==> src/rtl/rs232_uart_if.sv <==
// Word-level handshake between a UART and its host: transmit request/ready
// and the receive strobe with its data and error flags.
interface rs232_uart_if #(
  parameter int DATA_BITS = 8
);
  logic [DATA_BITS-1:0] tx_data;
  logic                 tx_valid;
  logic                 tx_ready;
  logic [DATA_BITS-1:0] rx_data;
  logic                 rx_valid;
  logic                 rx_frame_err;
  logic                 rx_parity_err;

  modport master (
    output tx_data, tx_valid,
    input  tx_ready, rx_data, rx_valid, rx_frame_err, rx_parity_err
  );

  modport slave (
    input  tx_data, tx_valid,
    output tx_ready, rx_data, rx_valid, rx_frame_err, rx_parity_err
  );
endinterface

==> src/rtl/rs232_uart.sv <==
// Full-duplex RS232 UART: independent receive and transmit FSMs sharing only
// clock and reset. Bit timing comes from up-counters that wrap at
// CLKS_PER_BIT-1; the receiver centres its samples on the start-bit midpoint.
//
//   state    | meaning
//   R_IDLE   | waiting for a synchronized falling edge on the rx line
//   R_START  | half a bit into the start bit, confirm it is still low
//   R_DATA   | sampling data bits LSB first, one per bit period
//   R_PARITY | sampling the parity bit (never entered when PARITY=0)
//   R_STOP   | sampling the first stop bit, then strobe rx_valid
//   T_IDLE   | tx_ready high, line idle high
//   T_START  | driving the start bit
//   T_DATA   | shifting data bits out LSB first
//   T_PARITY | driving the parity bit (never entered when PARITY=0)
//   T_STOP   | driving STOP_BITS high bits
module rs232_uart #(
  parameter int CLKS_PER_BIT = 16,
  parameter int DATA_BITS    = 8,
  parameter int PARITY       = 0,
  parameter int STOP_BITS    = 1
) (
  input  logic          clk,
  input  logic          rst_n,
  input  logic          i_rx,
  output logic          o_tx,
  rs232_uart_if.slave   if_uart
);
  localparam int CW = $clog2(CLKS_PER_BIT);
  localparam int BW = $clog2(DATA_BITS);
  localparam logic [CW-1:0] CNT_LAST  = CW'(CLKS_PER_BIT - 1);
  localparam logic [CW-1:0] CNT_HALF  = CW'(CLKS_PER_BIT / 2 - 1);
  localparam logic [BW-1:0] BIT_LAST  = BW'(DATA_BITS - 1);
  localparam logic [BW-1:0] STOP_LAST = BW'(STOP_BITS - 1);
  localparam bit PAR_EN  = (PARITY != 0);
  localparam bit PAR_ODD = (PARITY == 1);

  typedef enum logic [2:0] {R_IDLE, R_START, R_DATA, R_PARITY, R_STOP} rx_state_t;
  typedef enum logic [2:0] {T_IDLE, T_START, T_DATA, T_PARITY, T_STOP} tx_state_t;

  rx_state_t            r_rx_state, w_rx_next;
  logic                 r_rx_s1, r_rx_s2, r_rx_prev;
  logic [CW-1:0]        r_rx_cnt;
  logic [BW-1:0]        r_rx_bit;
  logic [DATA_BITS-1:0] r_rx_shift;
  logic                 r_rx_par;
  logic                 w_rx, w_rx_fall, w_rx_tick, w_rx_half, w_rx_done;

  tx_state_t            r_tx_state, w_tx_next;
  logic [CW-1:0]        r_tx_cnt;
  logic [BW-1:0]        r_tx_bit;
  logic [DATA_BITS-1:0] r_tx_shift;
  logic                 r_tx_par;
  logic                 w_tx_tick;

  assign w_rx      = r_rx_s2;
  assign w_rx_fall = r_rx_prev & ~r_rx_s2;
  assign w_rx_tick = (r_rx_cnt == CNT_LAST);
  assign w_rx_half = (r_rx_cnt == CNT_HALF);
  assign w_tx_tick = (r_tx_cnt == CNT_LAST);

  // rx synchronizer plus one history flop for edge detection; reset high so a
  // fresh falling edge is needed after reset
  always_ff @(posedge clk or negedge rst_n) begin
    if (!rst_n) begin
      r_rx_s1   <= 1'b1;
      r_rx_s2   <= 1'b1;
      r_rx_prev <= 1'b1;
    end else begin
      r_rx_s1   <= i_rx;
      r_rx_s2   <= r_rx_s1;
      r_rx_prev <= r_rx_s2;
    end
  end

  // receive state register
  always_ff @(posedge clk or negedge rst_n) begin
    if (!rst_n) r_rx_state <= R_IDLE;
    else        r_rx_state <= w_rx_next;
  end

  // receive next-state; finishing the stop sample returns straight to idle
  always_comb begin
    w_rx_next = r_rx_state;
    w_rx_done = 1'b0;
    case (r_rx_state)
      R_IDLE:   if (w_rx_fall) w_rx_next = R_START;
      R_START:  if (w_rx_half) w_rx_next = w_rx ? R_IDLE : R_DATA;
      R_DATA:   if (w_rx_tick && r_rx_bit == BIT_LAST) w_rx_next = PAR_EN ? R_PARITY : R_STOP;
      R_PARITY: if (w_rx_tick) w_rx_next = R_STOP;
      R_STOP: begin
        if (w_rx_tick) begin
          w_rx_next = R_IDLE;
          w_rx_done = 1'b1;
        end
      end
      default:  w_rx_next = R_IDLE;
    endcase
  end

  // receive bit timing, shift register and delivered-word registers
  always_ff @(posedge clk or negedge rst_n) begin
    if (!rst_n) begin
      r_rx_cnt              <= '0;
      r_rx_bit              <= '0;
      r_rx_shift            <= '0;
      r_rx_par              <= 1'b0;
      if_uart.rx_valid      <= 1'b0;
      if_uart.rx_data       <= '0;
      if_uart.rx_frame_err  <= 1'b0;
      if_uart.rx_parity_err <= 1'b0;
    end else begin
      if_uart.rx_valid <= w_rx_done;
      if (r_rx_state == R_IDLE || (r_rx_state == R_START && w_rx_half) || w_rx_tick)
        r_rx_cnt <= '0;
      else
        r_rx_cnt <= r_rx_cnt + CW'(1);
      if (r_rx_state == R_START) r_rx_bit <= '0;
      if (r_rx_state == R_DATA && w_rx_tick) begin
        r_rx_shift <= {w_rx, r_rx_shift[DATA_BITS-1:1]};
        r_rx_bit   <= r_rx_bit + BW'(1);
      end
      if (r_rx_state == R_PARITY && w_rx_tick) r_rx_par <= w_rx;
      if (w_rx_done) begin
        if_uart.rx_data       <= r_rx_shift;
        if_uart.rx_frame_err  <= ~w_rx;
        if_uart.rx_parity_err <= PAR_EN & (^r_rx_shift ^ r_rx_par ^ PAR_ODD);
      end
    end
  end

  // transmit state register
  always_ff @(posedge clk or negedge rst_n) begin
    if (!rst_n) r_tx_state <= T_IDLE;
    else        r_tx_state <= w_tx_next;
  end

  // transmit next-state
  always_comb begin
    w_tx_next = r_tx_state;
    case (r_tx_state)
      T_IDLE:   if (if_uart.tx_valid) w_tx_next = T_START;
      T_START:  if (w_tx_tick) w_tx_next = T_DATA;
      T_DATA:   if (w_tx_tick && r_tx_bit == BIT_LAST) w_tx_next = PAR_EN ? T_PARITY : T_STOP;
      T_PARITY: if (w_tx_tick) w_tx_next = T_STOP;
      T_STOP:   if (w_tx_tick && r_tx_bit == STOP_LAST) w_tx_next = T_IDLE;
      default:  w_tx_next = T_IDLE;
    endcase
  end

  // transmit line level decoded from state so reset forces it high at once
  always_comb begin
    o_tx = 1'b1;
    case (r_tx_state)
      T_START:  o_tx = 1'b0;
      T_DATA:   o_tx = r_tx_shift[0];
      T_PARITY: o_tx = r_tx_par;
      default:  o_tx = 1'b1;
    endcase
  end

  assign if_uart.tx_ready = (r_tx_state == T_IDLE);

  // transmit bit timing; word and parity captured at acceptance only
  always_ff @(posedge clk or negedge rst_n) begin
    if (!rst_n) begin
      r_tx_cnt   <= '0;
      r_tx_bit   <= '0;
      r_tx_shift <= '0;
      r_tx_par   <= 1'b0;
    end else begin
      if (r_tx_state == T_IDLE || w_tx_tick) r_tx_cnt <= '0;
      else                                   r_tx_cnt <= r_tx_cnt + CW'(1);
      if (r_tx_state == T_IDLE && if_uart.tx_valid) begin
        r_tx_shift <= if_uart.tx_data;
        r_tx_par   <= ^if_uart.tx_data ^ PAR_ODD;
        r_tx_bit   <= '0;
      end
      if (r_tx_state == T_DATA && w_tx_tick) begin
        r_tx_shift <= r_tx_shift >> 1;
        r_tx_bit   <= (r_tx_bit == BIT_LAST) ? '0 : r_tx_bit + BW'(1);
      end
      if (r_tx_state == T_STOP && w_tx_tick) r_tx_bit <= r_tx_bit + BW'(1);
    end
  end
endmodule
==> src/flat_wrapper.sv <==
// flat-port wrapper written by rule: the top's interface ports become plain ports
module rs232_uart_flat 
#(
  parameter int CLKS_PER_BIT = 16,
  parameter int DATA_BITS    = 8,
  parameter int PARITY       = 0,
  parameter int STOP_BITS    = 1
)
  (clk, rst_n, i_rx, o_tx, if_uart_tx_data, if_uart_tx_valid, if_uart_tx_ready, if_uart_rx_data, if_uart_rx_valid, if_uart_rx_frame_err, if_uart_rx_parity_err);
  rs232_uart_if #(.DATA_BITS(DATA_BITS)) if_uart_i ();
  input  logic clk;
  input  logic rst_n;
  input  logic i_rx;
  output logic o_tx;
  input wire logic [$bits(if_uart_i.tx_data)-1:0] if_uart_tx_data;
  input wire logic [$bits(if_uart_i.tx_valid)-1:0] if_uart_tx_valid;
  output wire logic [$bits(if_uart_i.tx_ready)-1:0] if_uart_tx_ready;
  output wire logic [$bits(if_uart_i.rx_data)-1:0] if_uart_rx_data;
  output wire logic [$bits(if_uart_i.rx_valid)-1:0] if_uart_rx_valid;
  output wire logic [$bits(if_uart_i.rx_frame_err)-1:0] if_uart_rx_frame_err;
  output wire logic [$bits(if_uart_i.rx_parity_err)-1:0] if_uart_rx_parity_err;
  assign if_uart_i.tx_data = if_uart_tx_data;
  assign if_uart_i.tx_valid = if_uart_tx_valid;
  assign if_uart_tx_ready = if_uart_i.tx_ready;
  assign if_uart_rx_data = if_uart_i.rx_data;
  assign if_uart_rx_valid = if_uart_i.rx_valid;
  assign if_uart_rx_frame_err = if_uart_i.rx_frame_err;
  assign if_uart_rx_parity_err = if_uart_i.rx_parity_err;
  rs232_uart #(.CLKS_PER_BIT(CLKS_PER_BIT), .DATA_BITS(DATA_BITS), .PARITY(PARITY), .STOP_BITS(STOP_BITS)) u_core (.clk(clk), .rst_n(rst_n), .i_rx(i_rx), .o_tx(o_tx), .if_uart(if_uart_i));
endmodule
==> config.mk <==
export PLATFORM = sky130hd
export DESIGN_NAME = rs232_uart_flat
export DESIGN_NICKNAME = d
export VERILOG_FILES = /design/src/rtl/rs232_uart_if.sv /design/src/rtl/rs232_uart.sv /design/src/flat_wrapper.sv
export SDC_FILE = /design/constraint.sdc
export NUM_CORES = 1
export LEC_CHECK = 0
export CELL_PAD_IN_SITES_DETAIL_PLACEMENT = 1
export CELL_PAD_IN_SITES_GLOBAL_PLACEMENT = 1
export CORE_MARGIN = 8
export CORE_UTILIZATION = 45
export CTS_CLUSTER_SIZE = 20
export DETAILED_ROUTE_END_ITERATION = 16
export PLACE_DENSITY_LB_ADDON = 0.1
export SYNTH_ARGS = -nofsm -noshare
export SYNTH_HDL_FRONTEND = slang
export SYNTH_SLANG_ARGS = --single-unit
==> constraint.sdc <==
create_clock -name clk -period 3.87 [get_ports clk]
set_input_delay 0.5805 -clock clk [delete_from_list [all_inputs] [get_ports clk]]
set_output_delay 0.5805 -clock clk [all_outputs]
set_load 0.02 [all_outputs]
# [After elaboration in Yosys (flattened, before gate mapping)]
# Cells that the tools add are included.
[word_totals] inputBits=12 out_inout_bits=13 elab_cells=90 register_bits=50
[classes] bitwise_logic=2 muxes=26 eq_ne=23 n_reduce_logical=20 addsub=4
[ops] operator="$mux 3" n=16
[ops] operator="$pmux 3 s5" n=2
[ops] operator="$ne 2x1->1 const B" n=9
[ops] operator="$mux 8" n=2
[ops] operator="$eq 3x2->1 const B" n=4
[ops] operator="$eq 3x3->1 const B" n=4
[ops] operator="$reduce_and 5->1" n=2
[ops] operator="$logic_not 3->1" n=3
[ops] operator="$add 4x1->4 const B" n=2
[ops] operator="$eq 4x4->1 const B" n=2
[ops] operator="$logic_and 1x1->1" n=8
[ops] operator="$mux 4" n=2
[ops] operator="$reduce_xor 8->1" n=1
[ops] operator="$add 3x1->3 const B" n=2
[ops] operator="$eq 3x1->1 const B" n=2
[ops] operator="$eq 4x3->1 const B" n=1
[ops] operator="$reduce_bool 2->1" n=2
[ops] operator="$logic_or 1x1->1" n=3
[ops] operator="$pmux 1 s3" n=1
[ops] operator="$reduce_bool 3->1" n=1
[ops] operator="$mux 1" n=2
[ops] operator="$mux 2" n=1
[ops] operator="$ne 2x2->1 const B" n=1
[ops] operator="$and 1x1->1" n=1
[ops] operator="$not 1->1" n=1

# [Longest topological paths before layout]
# Gate-level depths: netlist (run 1).
[depth] depth_word=5 depth_mapped=7 mapped_depth_nobuf=5

# [Worst setup path before layout (run 1)]
# No wires, ideal clock.
[synth_timing] path_type="reg2out" from="register u_core.r_tx_state[0]" to="output if_uart_tx_ready" t_arrival_ns=1.312 stages_incl_launch_ff=3 slack_ns=1.978 path_buffers=1 required_time_ns=3.289 path_cell_list="dfrtp_1 -> buf_2 -> nor3_1"
[synth_via] elab_chain_cells=1
[synth_lines] element="start: declaration" line="rs232_uart.sv:48" text="tx_state_t r_tx_state, w_tx_next;"
[synth_lines] element="start signal: assignment" line="rs232_uart.sv:134" text="else r_tx_state <= w_tx_next;"
[synth_lines] element="$logic_not 3->1" line="rs232_uart.sv:161" text="assign if_uart.tx_ready = (r_tx_state == T_IDLE);"
[synth_lines] element="end: declaration" line="flat_wrapper.sv:17" text="output wire logic [$bits(if_uart_i.tx_ready)-1:0] if_uart_tx_ready;"
# No other way between the ends.

# [Worst setup path after layout (run 1)]
# Ends and elaborated chain as after synthesis.

==> reports/qor.log, run 1 <==
[global_route] number of antenna violations at the first check in global routing 0
[clocking] post-cts hold buffer count 0
[hold_path] Hold Path Cell Cnt 0
[routing] via total after detailed routing 1,507
[critical_path] crit path capture type output port
[timing] unrepaired setup endpoints after global routing false
[placement] DP Wirelength 3230 um
[clocking] post-CTS resize count 0
[yosys] share of synthesized flip-flops with an asynchronous set or reset 100%
[routing] number of nets with antenna violations after detailed routing 0
[timing] final period utilization 68.5%
[yosys] nets in the synthesized netlist 212
[yosys] flops & latches, synth 50
[placement] Port Buffers 23
[timing] Relative slew margins 27.9%
[hold_path] worst hold-check path type register to register
[finish] multi-input logic area 993 sq um
[finish] antenna cells 0
[timing] sum of negative setup slack 0 ns
[clocking] clock buffers created by TritonCTS 5
[yosys] synthesized cell area 2330 sq um
[finish] nets@finish 233
[finish] Area growth, synth to finish 16.6%
[routing] DRC viols 0
[clocking] Clock Pin Slew Worst Setup and Hold Paths 0.09 ns
[critical_path] Crit Reg-Reg Endpoint u_core.if_uart.rx_data[3]
[floorplanning] die area 7750 sq um
[hold_path] sink of the worst hold path u_core.r_rx_s2
[placement] cell area after placement 2580 sq um
[clocking] TritonCTS clock tree built
[power] areal power density over the cells 582 nW/um^2
[yosys] ys flop type dfrtp_1
[flow_run] count of maximum capacitance violations 0
[clocking] Clock Path Buffers 2
[yosys] Ys Warns 0
[finish] non-filler instance count after layout 285
[floorplanning] overall die width 88.0 um
[global_route] total congestion overflow 0
[finish] area taken by flip-flops and latches 1250 sq um
[run_status] run status complete, no violations
[global_route] Overall Global Routing Usage 12.6%
[global_route] global-route wire length before repair 7770 um
[critical_path] register-to-register setup slack 2.10 ns
[critical_path] Crit Path Category register to output port
[critical_path] Crit path largest cell delay 0.71 ns
[timing] final setup violation count 0
[timing] count of pins over their slew limit 0
[clocking] number of H-tree levels 2
[critical_path] sequence of cells on the critical path nor3_1, clkdlybuf4s50_1
[global_route] vias in the first global route 1,637
[floorplanning] placeable core region 5040 sq um
[clocking] total setup buffers inserted after CTS 0
[placement] total instance count after detailed placement 277
[floorplanning] number of top-level pins 25
[critical_path] launch instance of the worst register-to-register path u_core.r_rx_cnt[0]
[finish] share of layout cells above drive strength 1 20.0%
[critical_path] crit-path max FO 12
[finish] most common library cell in the layout ignoring fill and taps dfrtp_1
[clocking] CTS sink count 50
[critical_path] Req. time, crit path 3.29 ns
[routing] vias per cell 5.29
[yosys] Unique masters post-synth 47
[routing] number of design-rule violations left by the first detailed-router iteration 31
[routing] DR WL/cell 15.3 um
[floorplanning] std cell rows 26
[critical_path] number of cells on the worst reg-to-reg path 4
[timing] Hold Violations, Final 0
[hold_path] Hold Startpoint u_core.r_rx_s1
[floorplanning] starting density of the core 46.3%
[clocking] clk_lat worst skew 0.30 ns
[yosys] Avg Cell Area, Syn 12.1 sq um
[timing] Highest Clock Rate 377 MHz
[yosys] number of enable-type register cells in the synthesized netlist 0
[yosys] share of the yosys chip area belonging to registers 53.8%
[critical_path] Critical Path AT 2.07 ns
[floorplanning] die boundary height 88.0 um
[finish] final standard cell utilization of the core 54.0%
[critical_path] Worst Setup Start Kind register
[finish] fill cell instance count of the final layout 541
[critical_path] critical-path cell with the highest stage delay clkdlybuf4s50_1
[placement] final RePlAce weighted congestion 0.786
[clocking] CTS root buf clkbuf_8
[global_route] largest net degree at the start of global routing 51
[power] leakage power 1.27 nW
[timing] worst clock skew 0.00503 ns
[timing] worst-margin pin slew 1.08 ns
[yosys] synthesized netlist cell count 193
[finish] Final Cell Area 2720 sq um
[routing] detailed-router iteration count before antenna repair 4
[timing] final critical delay including setup and external delays 2.65 ns
[finish] commonest cells after routing, fill and taps aside dfrtp_1 (47), clkdlybuf4s50_1 (22), mux2_2 (15), nor2_1 (13), o21ai_0 (11)
[routing] WL final 4360 um
[power] VDD IR-drop max 0.000336 V
==> cell families after synthesis <==
| family | after synthesis | synth area share, % |
|---|---|---|
| buffers and inverters | 15 | 3.65 |
| adder cells (fa/ha/maj) | 7 | 3.75 |
| multiplexers | 16 | 7.72 |
| AND/OR/NAND/NOR | 47 | 12.7 |
| AO/OA/AOI/OAI | 48 | 14.9 |
| XOR/XNOR | 9 | 3.38 |
| flip-flops | 50 | 53.8 |
| other | 1 | 0.161 |
==> synthesized netlist by cell type, types with 4 or more instances <==
master / count / area [sq um]
dfrtp_1: 47 / 1180
mux2_2: 15 / 169
nor2_1: 13 / 48.8
o21ai_0: 11 / 55.1
a21o_1: 8 / 60.1
xnor2_1: 8 / 70.1
ha_1: 7 / 87.6
a21oi_1: 6 / 30.0
a22o_2: 6 / 60.1
inv_1: 6 / 22.5
nand2_1: 6 / 22.5
nor3_1: 5 / 25.0
nor3b_1: 4 / 30.0
==> flip-flops by register name, summed over array words and instances (netlist names) <==
name / cells
u_core.r_rx_state: 3
u_core.r_rx_prev: 1
u_core.if_uart.rx_valid: 1
u_core.r_tx_bit: 3
u_core.r_rx_bit: 3
u_core.r_rx_shift: 8
u_core.r_tx_par: 1
u_core.r_rx_s1: 1
u_core.r_tx_shift: 8
u_core.if_uart.rx_data: 8
u_core.r_tx_cnt: 4
u_core.r_rx_cnt: 4
u_core.r_tx_state: 3
u_core.r_rx_s2: 1
u_core.if_uart.rx_frame_err: 1
==> per-layer routing <==
layer,vias to the layer above,track usage [%],routed length (um)
met3,2,3.85,219
met1,755,14.6,1890
met4,0,3.69,23
met5,-,0,0
li1,730,-,-
met2,20,21.8,2220
==> layout make-up <==
cell class	count	share of cell area (%)
Tap cell	70	3.22
Inverter	6	0.828
Multi-Input combinational cell	128	36.5
Clock buffer	5	2.53
Sequential cell	50	46.1
Clock inverter	3	2.53
Timing Repair Buffer	23	8.28
==> power by group <==
| group | total (W) | internal, W | switching [W] |
|---|---|---|---|
| registers | 0.000775 | 0.000637 | 0.000137 |
| logic | 0.000377 | 0.000187 | 0.000191 |
| clock network | 0.000431 | 0.000259 | 0.000172 |
| total | 0.00158 | 0.00108 | 0.000500 |
==> how the worst max path moves through the flow <==
stage	start	endpoint	slack (ns)	cells after the start
6_report	u_core.r_tx_state[0]	if_uart_tx_ready	1.22	2
5_1_grt	u_core.r_tx_state[0]	if_uart_tx_ready	1.11	2
4_1_cts	u_core.r_tx_state[0]	if_uart_tx_ready	1.18	2
3_5_place_dp	u_core.r_tx_state[0]	if_uart_tx_ready	1.52	2
3_3_place_gp	u_core.r_tx_state[0]	if_uart_tx_ready	1.58	2
2_1_floorplan	u_core.r_tx_state[0]	if_uart_tx_ready	1.98	2
==> critical path: cells and delay by family (launching register included) <==
| family | cells | cell delay [ns] |
|---|---|---|
| buf+inv | 1 | 0.71 |
| flops | 1 | 0.55 |
| simple gates | 1 | 0.52 |
==> per-stage QoR <==
step	total power, W	setup WS, ns	hold slack (ns)
after floorplan	0.00105	1.98	0.285
after CTS	0.00161	1.18	0.363
final	0.00158	1.22	0.361
after global placement	0.00112	1.58	0.349
after detailed placement	0.00117	1.52	0.349
after global routing	0.00169	1.11	0.366
Note: power is estimated with default switching activity, not from simulation.
==> run 2, diff against run 1 <==
Clock period 3.87 ns to 2.5 ns, I/O delays scaled along.
==> reports/qor.log, run 2 (synthesis results as in run 1) <==
[global_route] Overall Global Routing Usage 12.7% [was 12.6%]
[timing] count of pins over their slew limit 0 [unchanged]
[clocking] TritonCTS clock tree built [unchanged]
[placement] Port Buffers 23 [unchanged]
[critical_path] Crit path largest cell delay 0.58 ns [was 0.71 ns]
[power] sw frac 35.0% [was 31.6%]
[global_route] vias in the first global route 1,683 [was 1,637]
[timing] final period utilization 90.4%
[critical_path] critical-path cell with the highest stage delay dfrtp_1 [was clkdlybuf4s50_1]
[placement] final RePlAce weighted congestion 0.778 [was 0.786]
[clocking] CTS sink count 50 [unchanged]
[routing] detailed-router iteration count before antenna repair 4 [unchanged]
[routing] number of design-rule violations left by the first detailed-router iteration 56 [was 31]
[power] net switching component of the power 0.000806 W [was 0.000500 W]
[finish] commonest cells after routing, fill and taps aside dfrtp_1 (47), clkdlybuf4s50_1 (22), mux2_2 (15), nor2_1 (13), o21ai_0 (11) [unchanged]
[timing] final setup violation count 0 [unchanged]
[floorplanning] die area 7750 sq um [unchanged]
[clocking] clock buffers created by TritonCTS 5 [unchanged]
[critical_path] crit path capture type output port [unchanged]
[power] cell internal power dissipation 0.00150 W [was 0.00108 W]
[clocking] total setup buffers inserted after CTS 0 [unchanged]
[critical_path] end point of the critical path o_tx [was if_uart_tx_ready]
[critical_path] Req. time, crit path 2.12 ns [was 3.29 ns]
[clocking] number of H-tree levels 2 [unchanged]
[critical_path] launch instance of the worst register-to-register path u_core.r_rx_cnt[0] [unchanged]
[critical_path] worst setup path startpoint u_core.r_tx_state[1] [was u_core.r_tx_state[0]]
[critical_path] logic depth of the worst setup path including buffers 3 [was 2]
[timing] Highest Clock Rate 442 MHz
[timing] final critical delay including setup and external delays 2.26 ns
[floorplanning] placeable core region 5040 sq um [unchanged]
[power] Logic pwr share 26.7% [was 23.8%]
[finish] antenna cells 0 [unchanged]
[power] leakage power 1.27 nW [about the same]
[finish] final standard cell utilization of the core 53.9% [was 54.0%]
[critical_path] kind of cell adding the most delay to the critical path flip-flops [was buffers and inverters]
[routing] WL final 4540 um [was 4360 um]
[power] clock power share 21.6% [was 27.2%]
[finish] largest registers ranked by flip-flop count u_core.if_uart.rx_data: 8 flops, u_core.r_rx_shift: 8 flops, u_core.r_tx_shift: 8 flops [unchanged]
[critical_path] sequence of cells on the critical path a21oi_1, a311o_1, clkdlybuf4s50_1 [was nor3_1, clkdlybuf4s50_1]
[routing] via total after detailed routing 1,510 [was 1,507]
[power] sequential cell fraction of total power 51.7% [was 48.9%]
[finish] Final Cell Area 2720 sq um [about the same]
[hold_path] worst hold-check path type register to register [unchanged]
[finish] Area growth, synth to finish 16.5% [was 16.6%]
[global_route] global-route wire length before repair 7790 um [was 7770 um]
[placement] DP Wirelength 3390 um [was 3230 um]
[finish] most common library cell in the layout ignoring fill and taps dfrtp_1 [unchanged]
[critical_path] Crit Reg-Reg Endpoint u_core.if_uart.rx_data[3] [unchanged]
[finish] area taken by flip-flops and latches 1250 sq um [unchanged]
[finish] nets@finish 237 [was 233]
[placement] cell area after placement 2610 sq um [was 2580 sq um]
[clocking] clk_lat worst skew 0.31 ns [was 0.30 ns]
[critical_path] Crit Path Category register to output port [unchanged]
[run_status] run status complete, no violations [unchanged]
[critical_path] Worst Setup Start Kind register [unchanged]
[floorplanning] overall die width 88.0 um [unchanged]
[flow_run] count of maximum capacitance violations 0 [unchanged]
[routing] vias per cell 5.22 [was 5.29]
[critical_path] number of cells on the worst reg-to-reg path 4 [unchanged]
[timing] Hold Violations, Final 0 [unchanged]
[floorplanning] starting density of the core 46.3% [unchanged]
[critical_path] register-to-register setup slack 0.68 ns [was 2.10 ns]
[timing] sum of negative setup slack 0 ns [unchanged]
[power] VDD IR-drop max 0.000440 V [was 0.000336 V]
[clocking] CTS root buf clkbuf_8 [unchanged]
[timing] worst-margin pin slew 0.585 ns [was 1.08 ns]
[timing] worst clock skew 0.00781 ns [was 0.00503 ns]
[finish] fill cell instance count of the final layout 536 [was 541]
[critical_path] worst path buffer plus inverter count 1 [unchanged]
[global_route] number of antenna violations at the first check in global routing 0 [unchanged]
[routing] DR WL/cell 15.7 um [was 15.3 um]
[global_route] largest net degree at the start of global routing 22 [was 51]
[critical_path] Critical Path AT 1.89 ns [was 2.07 ns]
[clocking] Clock Path Buffers 2 [unchanged]
[clocking] Clock Pin Slew Worst Setup and Hold Paths 0.09 ns [about the same]
[timing] Relative slew margins 60.9% [was 27.9%]
[timing] unrepaired setup endpoints after global routing false [unchanged]
[critical_path] crit-path max FO 10 [was 12]
[global_route] total congestion overflow 0 [unchanged]
[floorplanning] die boundary height 88.0 um [unchanged]
[finish] share of layout cells above drive strength 1 21.5% [was 20.0%]
[routing] DRC viols 0 [unchanged]
[routing] number of nets with antenna violations after detailed routing 0 [unchanged]
[floorplanning] number of top-level pins 25 [unchanged]
[power] areal power density over the cells 846 nW/um^2 [was 582 nW/um^2]
[finish] multi-input logic area 998 sq um [was 993 sq um]
[floorplanning] std cell rows 26 [unchanged]
[run 2: cell type report]
type	count	share of cell area (%)
clock inverters	3	1.06
well taps	70	3.22
repair buffers	27	9.48
flip-flops and latches	50	46.2
clock buffers	5	2.53
inverters	6	0.828
multi-input cells	128	36.7
[run 2: metrics by stage]
| step | hold WS, ns | setup slack, ns | cells | power (W) |
|---|---|---|---|---|
| 3_3_place_gp | 0.299 | 0.504 | 280 | 0.00175 |
| 2_1_floorplan | 0.0794 | 0.813 | 193 | 0.00163 |
| 6_report | 0.366 | 0.239 | 289 | 0.00230 |
| 3_5_place_dp | 0.307 | 0.382 | 280 | 0.00182 |
| 4_1_cts | 0.368 | 0.0465 | 289 | 0.00233 |
| 5_1_grt | 0.369 | 0.181 | 289 | 0.00246 |
[run 2: how the worst min path moves through the flow]
stage / cells past startpoint / endpoint / startpoint / slack, ns
2_1_floorplan: 0 / u_core.if_uart.rx_data[0] / rst_n / 0.08
3_3_place_gp: 1 / u_core.r_rx_cnt[2] / rst_n / 0.30
3_5_place_dp: 1 / u_core.r_rx_cnt[2] / rst_n / 0.31
4_1_cts: 0 / u_core.r_rx_s2 / u_core.r_rx_s1 / 0.37
5_1_grt: 0 / u_core.r_rx_s2 / u_core.r_rx_s1 / 0.37
6_report: 0 / u_core.r_rx_s2 / u_core.r_rx_s1 / 0.37
[run 2: worst register-to-register path, stage by stage, from the launching register on]
cell and delay [ns]:
dfrtp_1 0.38, ha_1 0.19, and3_1 0.40, nand3_2 0.34, mux2_1 0.41
[run 2: timing repair]
action                                 4_1_cts  5_1_grt
hold buffers                                 1        0
setup endpoints to repair                    0        1
gates resized for setup                      0        1
endpoints found under the hold margin       13        0
[run 2: power by group through the flow]
stage / combinational (W) / clock [W] / sequential (W)
detailed placement: 0.000617 / 0 / 0.00120
finish: 0.000613 / 0.000498 / 0.00119
CTS: 0.000622 / 0.000519 / 0.00118
floorplan: 0.000515 / 0 / 0.00111
global placement: 0.000578 / 0 / 0.00117
global route: 0.000702 / 0.000540 / 0.00122
[run 2: per-layer routing]
layer | global-route usage [%] | share of wire (%)
met2 | 22.1 | 49
met3 | 3.19 | 3.8
met1 | 15.0 | 46
met4 | 4.15 | 0.51
met5 | 0 | 0
==> run 3, diff against run 2 <==
Settings changed: MAX_ROUTING_LAYER set to met4, SLEW_MARGIN set to 20.
==> reports/qor.log, run 3 (synthesis results as in run 1) <==
[run_status] run status complete, no violations [unchanged]
[power] cell internal power dissipation 0.00150 W [about the same]
[routing] detailed-router iteration count before antenna repair 4 [unchanged]
[timing] unrepaired setup endpoints after global routing false [unchanged]
[global_route] largest net degree at the start of global routing 22 [unchanged]
[critical_path] crit-path max FO 10 [unchanged]
[floorplanning] overall die width 88.0 um [unchanged]
[power] net switching component of the power 0.000806 W [about the same]
[routing] number of design-rule violations left by the first detailed-router iteration 48 [was 56]
[finish] largest registers ranked by flip-flop count u_core.if_uart.rx_data: 8 flops, u_core.r_rx_shift: 8 flops, u_core.r_tx_shift: 8 flops [unchanged]
[critical_path] register-to-register setup slack 0.68 ns [about the same]
[critical_path] Worst Setup Start Kind register [unchanged]
[finish] most common library cell in the layout ignoring fill and taps dfrtp_1 [unchanged]
[finish] non-filler instance count after layout 289 [unchanged]
[power] VDD IR-drop max 0.000440 V [unchanged]
[hold_path] worst hold-check path type register to register [unchanged]
[floorplanning] die boundary height 88.0 um [unchanged]
[finish] commonest cells after routing, fill and taps aside dfrtp_1 (47), clkdlybuf4s50_1 (22), mux2_2 (15), nor2_1 (13), o21ai_0 (11) [unchanged]
[hold_path] sink of the worst hold path u_core.r_rx_s2 [unchanged]
[critical_path] Req. time, crit path 2.12 ns [about the same]
[routing] number of nets with antenna violations after detailed routing 0 [unchanged]
[critical_path] Crit Path Category register to output port [unchanged]
[clocking] CTS root buf clkbuf_8 [unchanged]
[finish] nets@finish 237 [unchanged]
[global_route] global-route wire length before repair 7800 um [was 7790 um]
[hold_path] Hold Startpoint u_core.r_rx_s1 [unchanged]
[critical_path] launch instance of the worst register-to-register path u_core.r_rx_cnt[0] [unchanged]
[clocking] TritonCTS clock tree built [unchanged]
[routing] DRC viols 0 [unchanged]
[floorplanning] placeable core region 5040 sq um [unchanged]
[timing] worst hold slack 0.366 ns [unchanged]
[critical_path] number of cells on the worst reg-to-reg path 4 [unchanged]
[power] leakage power 1.27 nW [unchanged]
[floorplanning] starting density of the core 46.3% [unchanged]
[clocking] Clock Path Buffers 2 [unchanged]
[global_route] number of antenna violations at the first check in global routing 0 [unchanged]
[timing] count of pins over their slew limit 0 [unchanged]
[power] areal power density over the cells 846 nW/um^2 [about the same]
[finish] share of layout cells above drive strength 1 21.5% [unchanged]
[critical_path] crit path capture type output port [unchanged]
[floorplanning] die area 7750 sq um [unchanged]
[power] sequential cell fraction of total power 51.7% [about the same]
[placement] DP Wirelength 3390 um [unchanged]
[clocking] clk_lat worst skew 0.31 ns [about the same]
[placement] Port Buffers 23 [unchanged]
[timing] worst-margin pin slew 0.585 ns [about the same]
[routing] WL final 4540 um [about the same]
[critical_path] worst setup path startpoint u_core.r_tx_state[1] [unchanged]
[routing] via total after detailed routing 1,505 [was 1,510]
[clocking] number of H-tree levels 2 [unchanged]
[global_route] total congestion overflow 0 [unchanged]
[critical_path] Critical Path AT 1.89 ns [about the same]
[timing] worst clock skew 0.00781 ns [about the same]
[timing] Highest Clock Rate 442 MHz [about the same]
[power] Logic pwr share 26.7% [about the same]
[clocking] clock buffers created by TritonCTS 5 [unchanged]
[floorplanning] number of top-level pins 25 [unchanged]
[timing] Relative slew margins 60.9% [about the same]
[timing] final setup violation count 0 [unchanged]
[timing] Hold Violations, Final 0 [unchanged]
[routing] vias per cell 5.21 [was 5.22]
[power] sw frac 35.0% [about the same]
[floorplanning] std cell rows 26 [unchanged]
[hold_path] Hold Path Cell Cnt 0 [unchanged]
[power] clock power share 21.6% [about the same]
[timing] sum of negative setup slack 0 ns [unchanged]
[routing] DR WL/cell 15.7 um [about the same]
[timing] final critical delay including setup and external delays 2.26 ns [about the same]
[flow_run] count of maximum capacitance violations 0 [unchanged]
[global_route] Overall Global Routing Usage 13.1% [was 12.7%]
[finish] antenna cells 0 [unchanged]
[global_route] vias in the first global route 1,682 [was 1,683]
[critical_path] Crit Reg-Reg Endpoint u_core.if_uart.rx_data[3] [unchanged]
[clocking] CTS sink count 50 [unchanged]
[timing] final period utilization 90.4% [about the same]
[finish] Area growth, synth to finish 16.5% [unchanged]
[clocking] Clock Pin Slew Worst Setup and Hold Paths 0.09 ns [about the same]
[clocking] total setup buffers inserted after CTS 0 [unchanged]
[placement] total instance count after detailed placement 280 [unchanged]
[placement] final RePlAce weighted congestion 0.789 [was 0.778]
run 3: cell counts in the layout (fill, tap and decap cells not counted):
Identical to the previous run, type by type.
run 3: routing by layer:
metal  global-route usage [%]  share of wire (%)  wire [um]
met5                        -                  0          0
met4                     4.15               0.46         21
met3                     3.10                3.4        154
met2                     22.0                 50       2250
met1                     15.2                 47       2110
run 3: how the worst max path moves through the flow:
stage	end	slack (ns)	cells past startpoint
final	o_tx	0.24	3
after global routing	if_uart_tx_ready	0.18	2
after CTS	if_uart_tx_ready	0.05	2
after detailed placement	if_uart_tx_ready	0.38	2
after global placement	if_uart_tx_ready	0.50	2
after floorplan	if_uart_tx_ready	0.81	2
run 3: per-stage QoR:
| stage | util (%) | cell area [sq um] | worst slack [ns] | total power (W) |
|---|---|---|---|---|
| after floorplan | - | 2330 | 0.813 | 0.00163 |
| after global placement | 51.7 | 2610 | 0.504 | 0.00175 |
| after detailed placement | 51.7 | 2610 | 0.382 | 0.00182 |
| after CTS | 53.8 | 2710 | 0.0465 | 0.00233 |
| after global routing | 53.9 | 2720 | 0.181 | 0.00246 |
| final | 53.9 | 2720 | 0.239 | 0.00230 |
run 3: power by group through the flow:
stage	sequential [W]	combinational [W]	clock (W)
2_1_floorplan	0.00111	0.000515	0
3_3_place_gp	0.00117	0.000578	0
3_5_place_dp	0.00120	0.000617	0
4_1_cts	0.00118	0.000622	0.000519
5_1_grt	0.00122	0.000702	0.000542
6_report	0.00119	0.000613	0.000498
run 3: area by class of cell:
class	instances	area (sq um)
fill	536	2320
inverter	6	22.5
tap	70	87.6
sequential	50	1250
timing repair buffer	27	258
clock inverter	3	28.8
clock buffer	5	68.8
multi-input combinational	128	998
run 3: what timing repair did:
item | 4_1_cts | 5_1_grt
endpoints found under the hold margin | 13 | 0
endpoints found under the setup margin | 0 | 1
hold buffers | 1 | 0
resized for setup | 0 | 1
run 3: worst max-delay path, stage by stage, from the launching register on:
cell	delay, ns
dfrtp_1	0.58
a21oi_1	0.13
a311o_1	0.33
clkdlybuf4s50_1	0.54
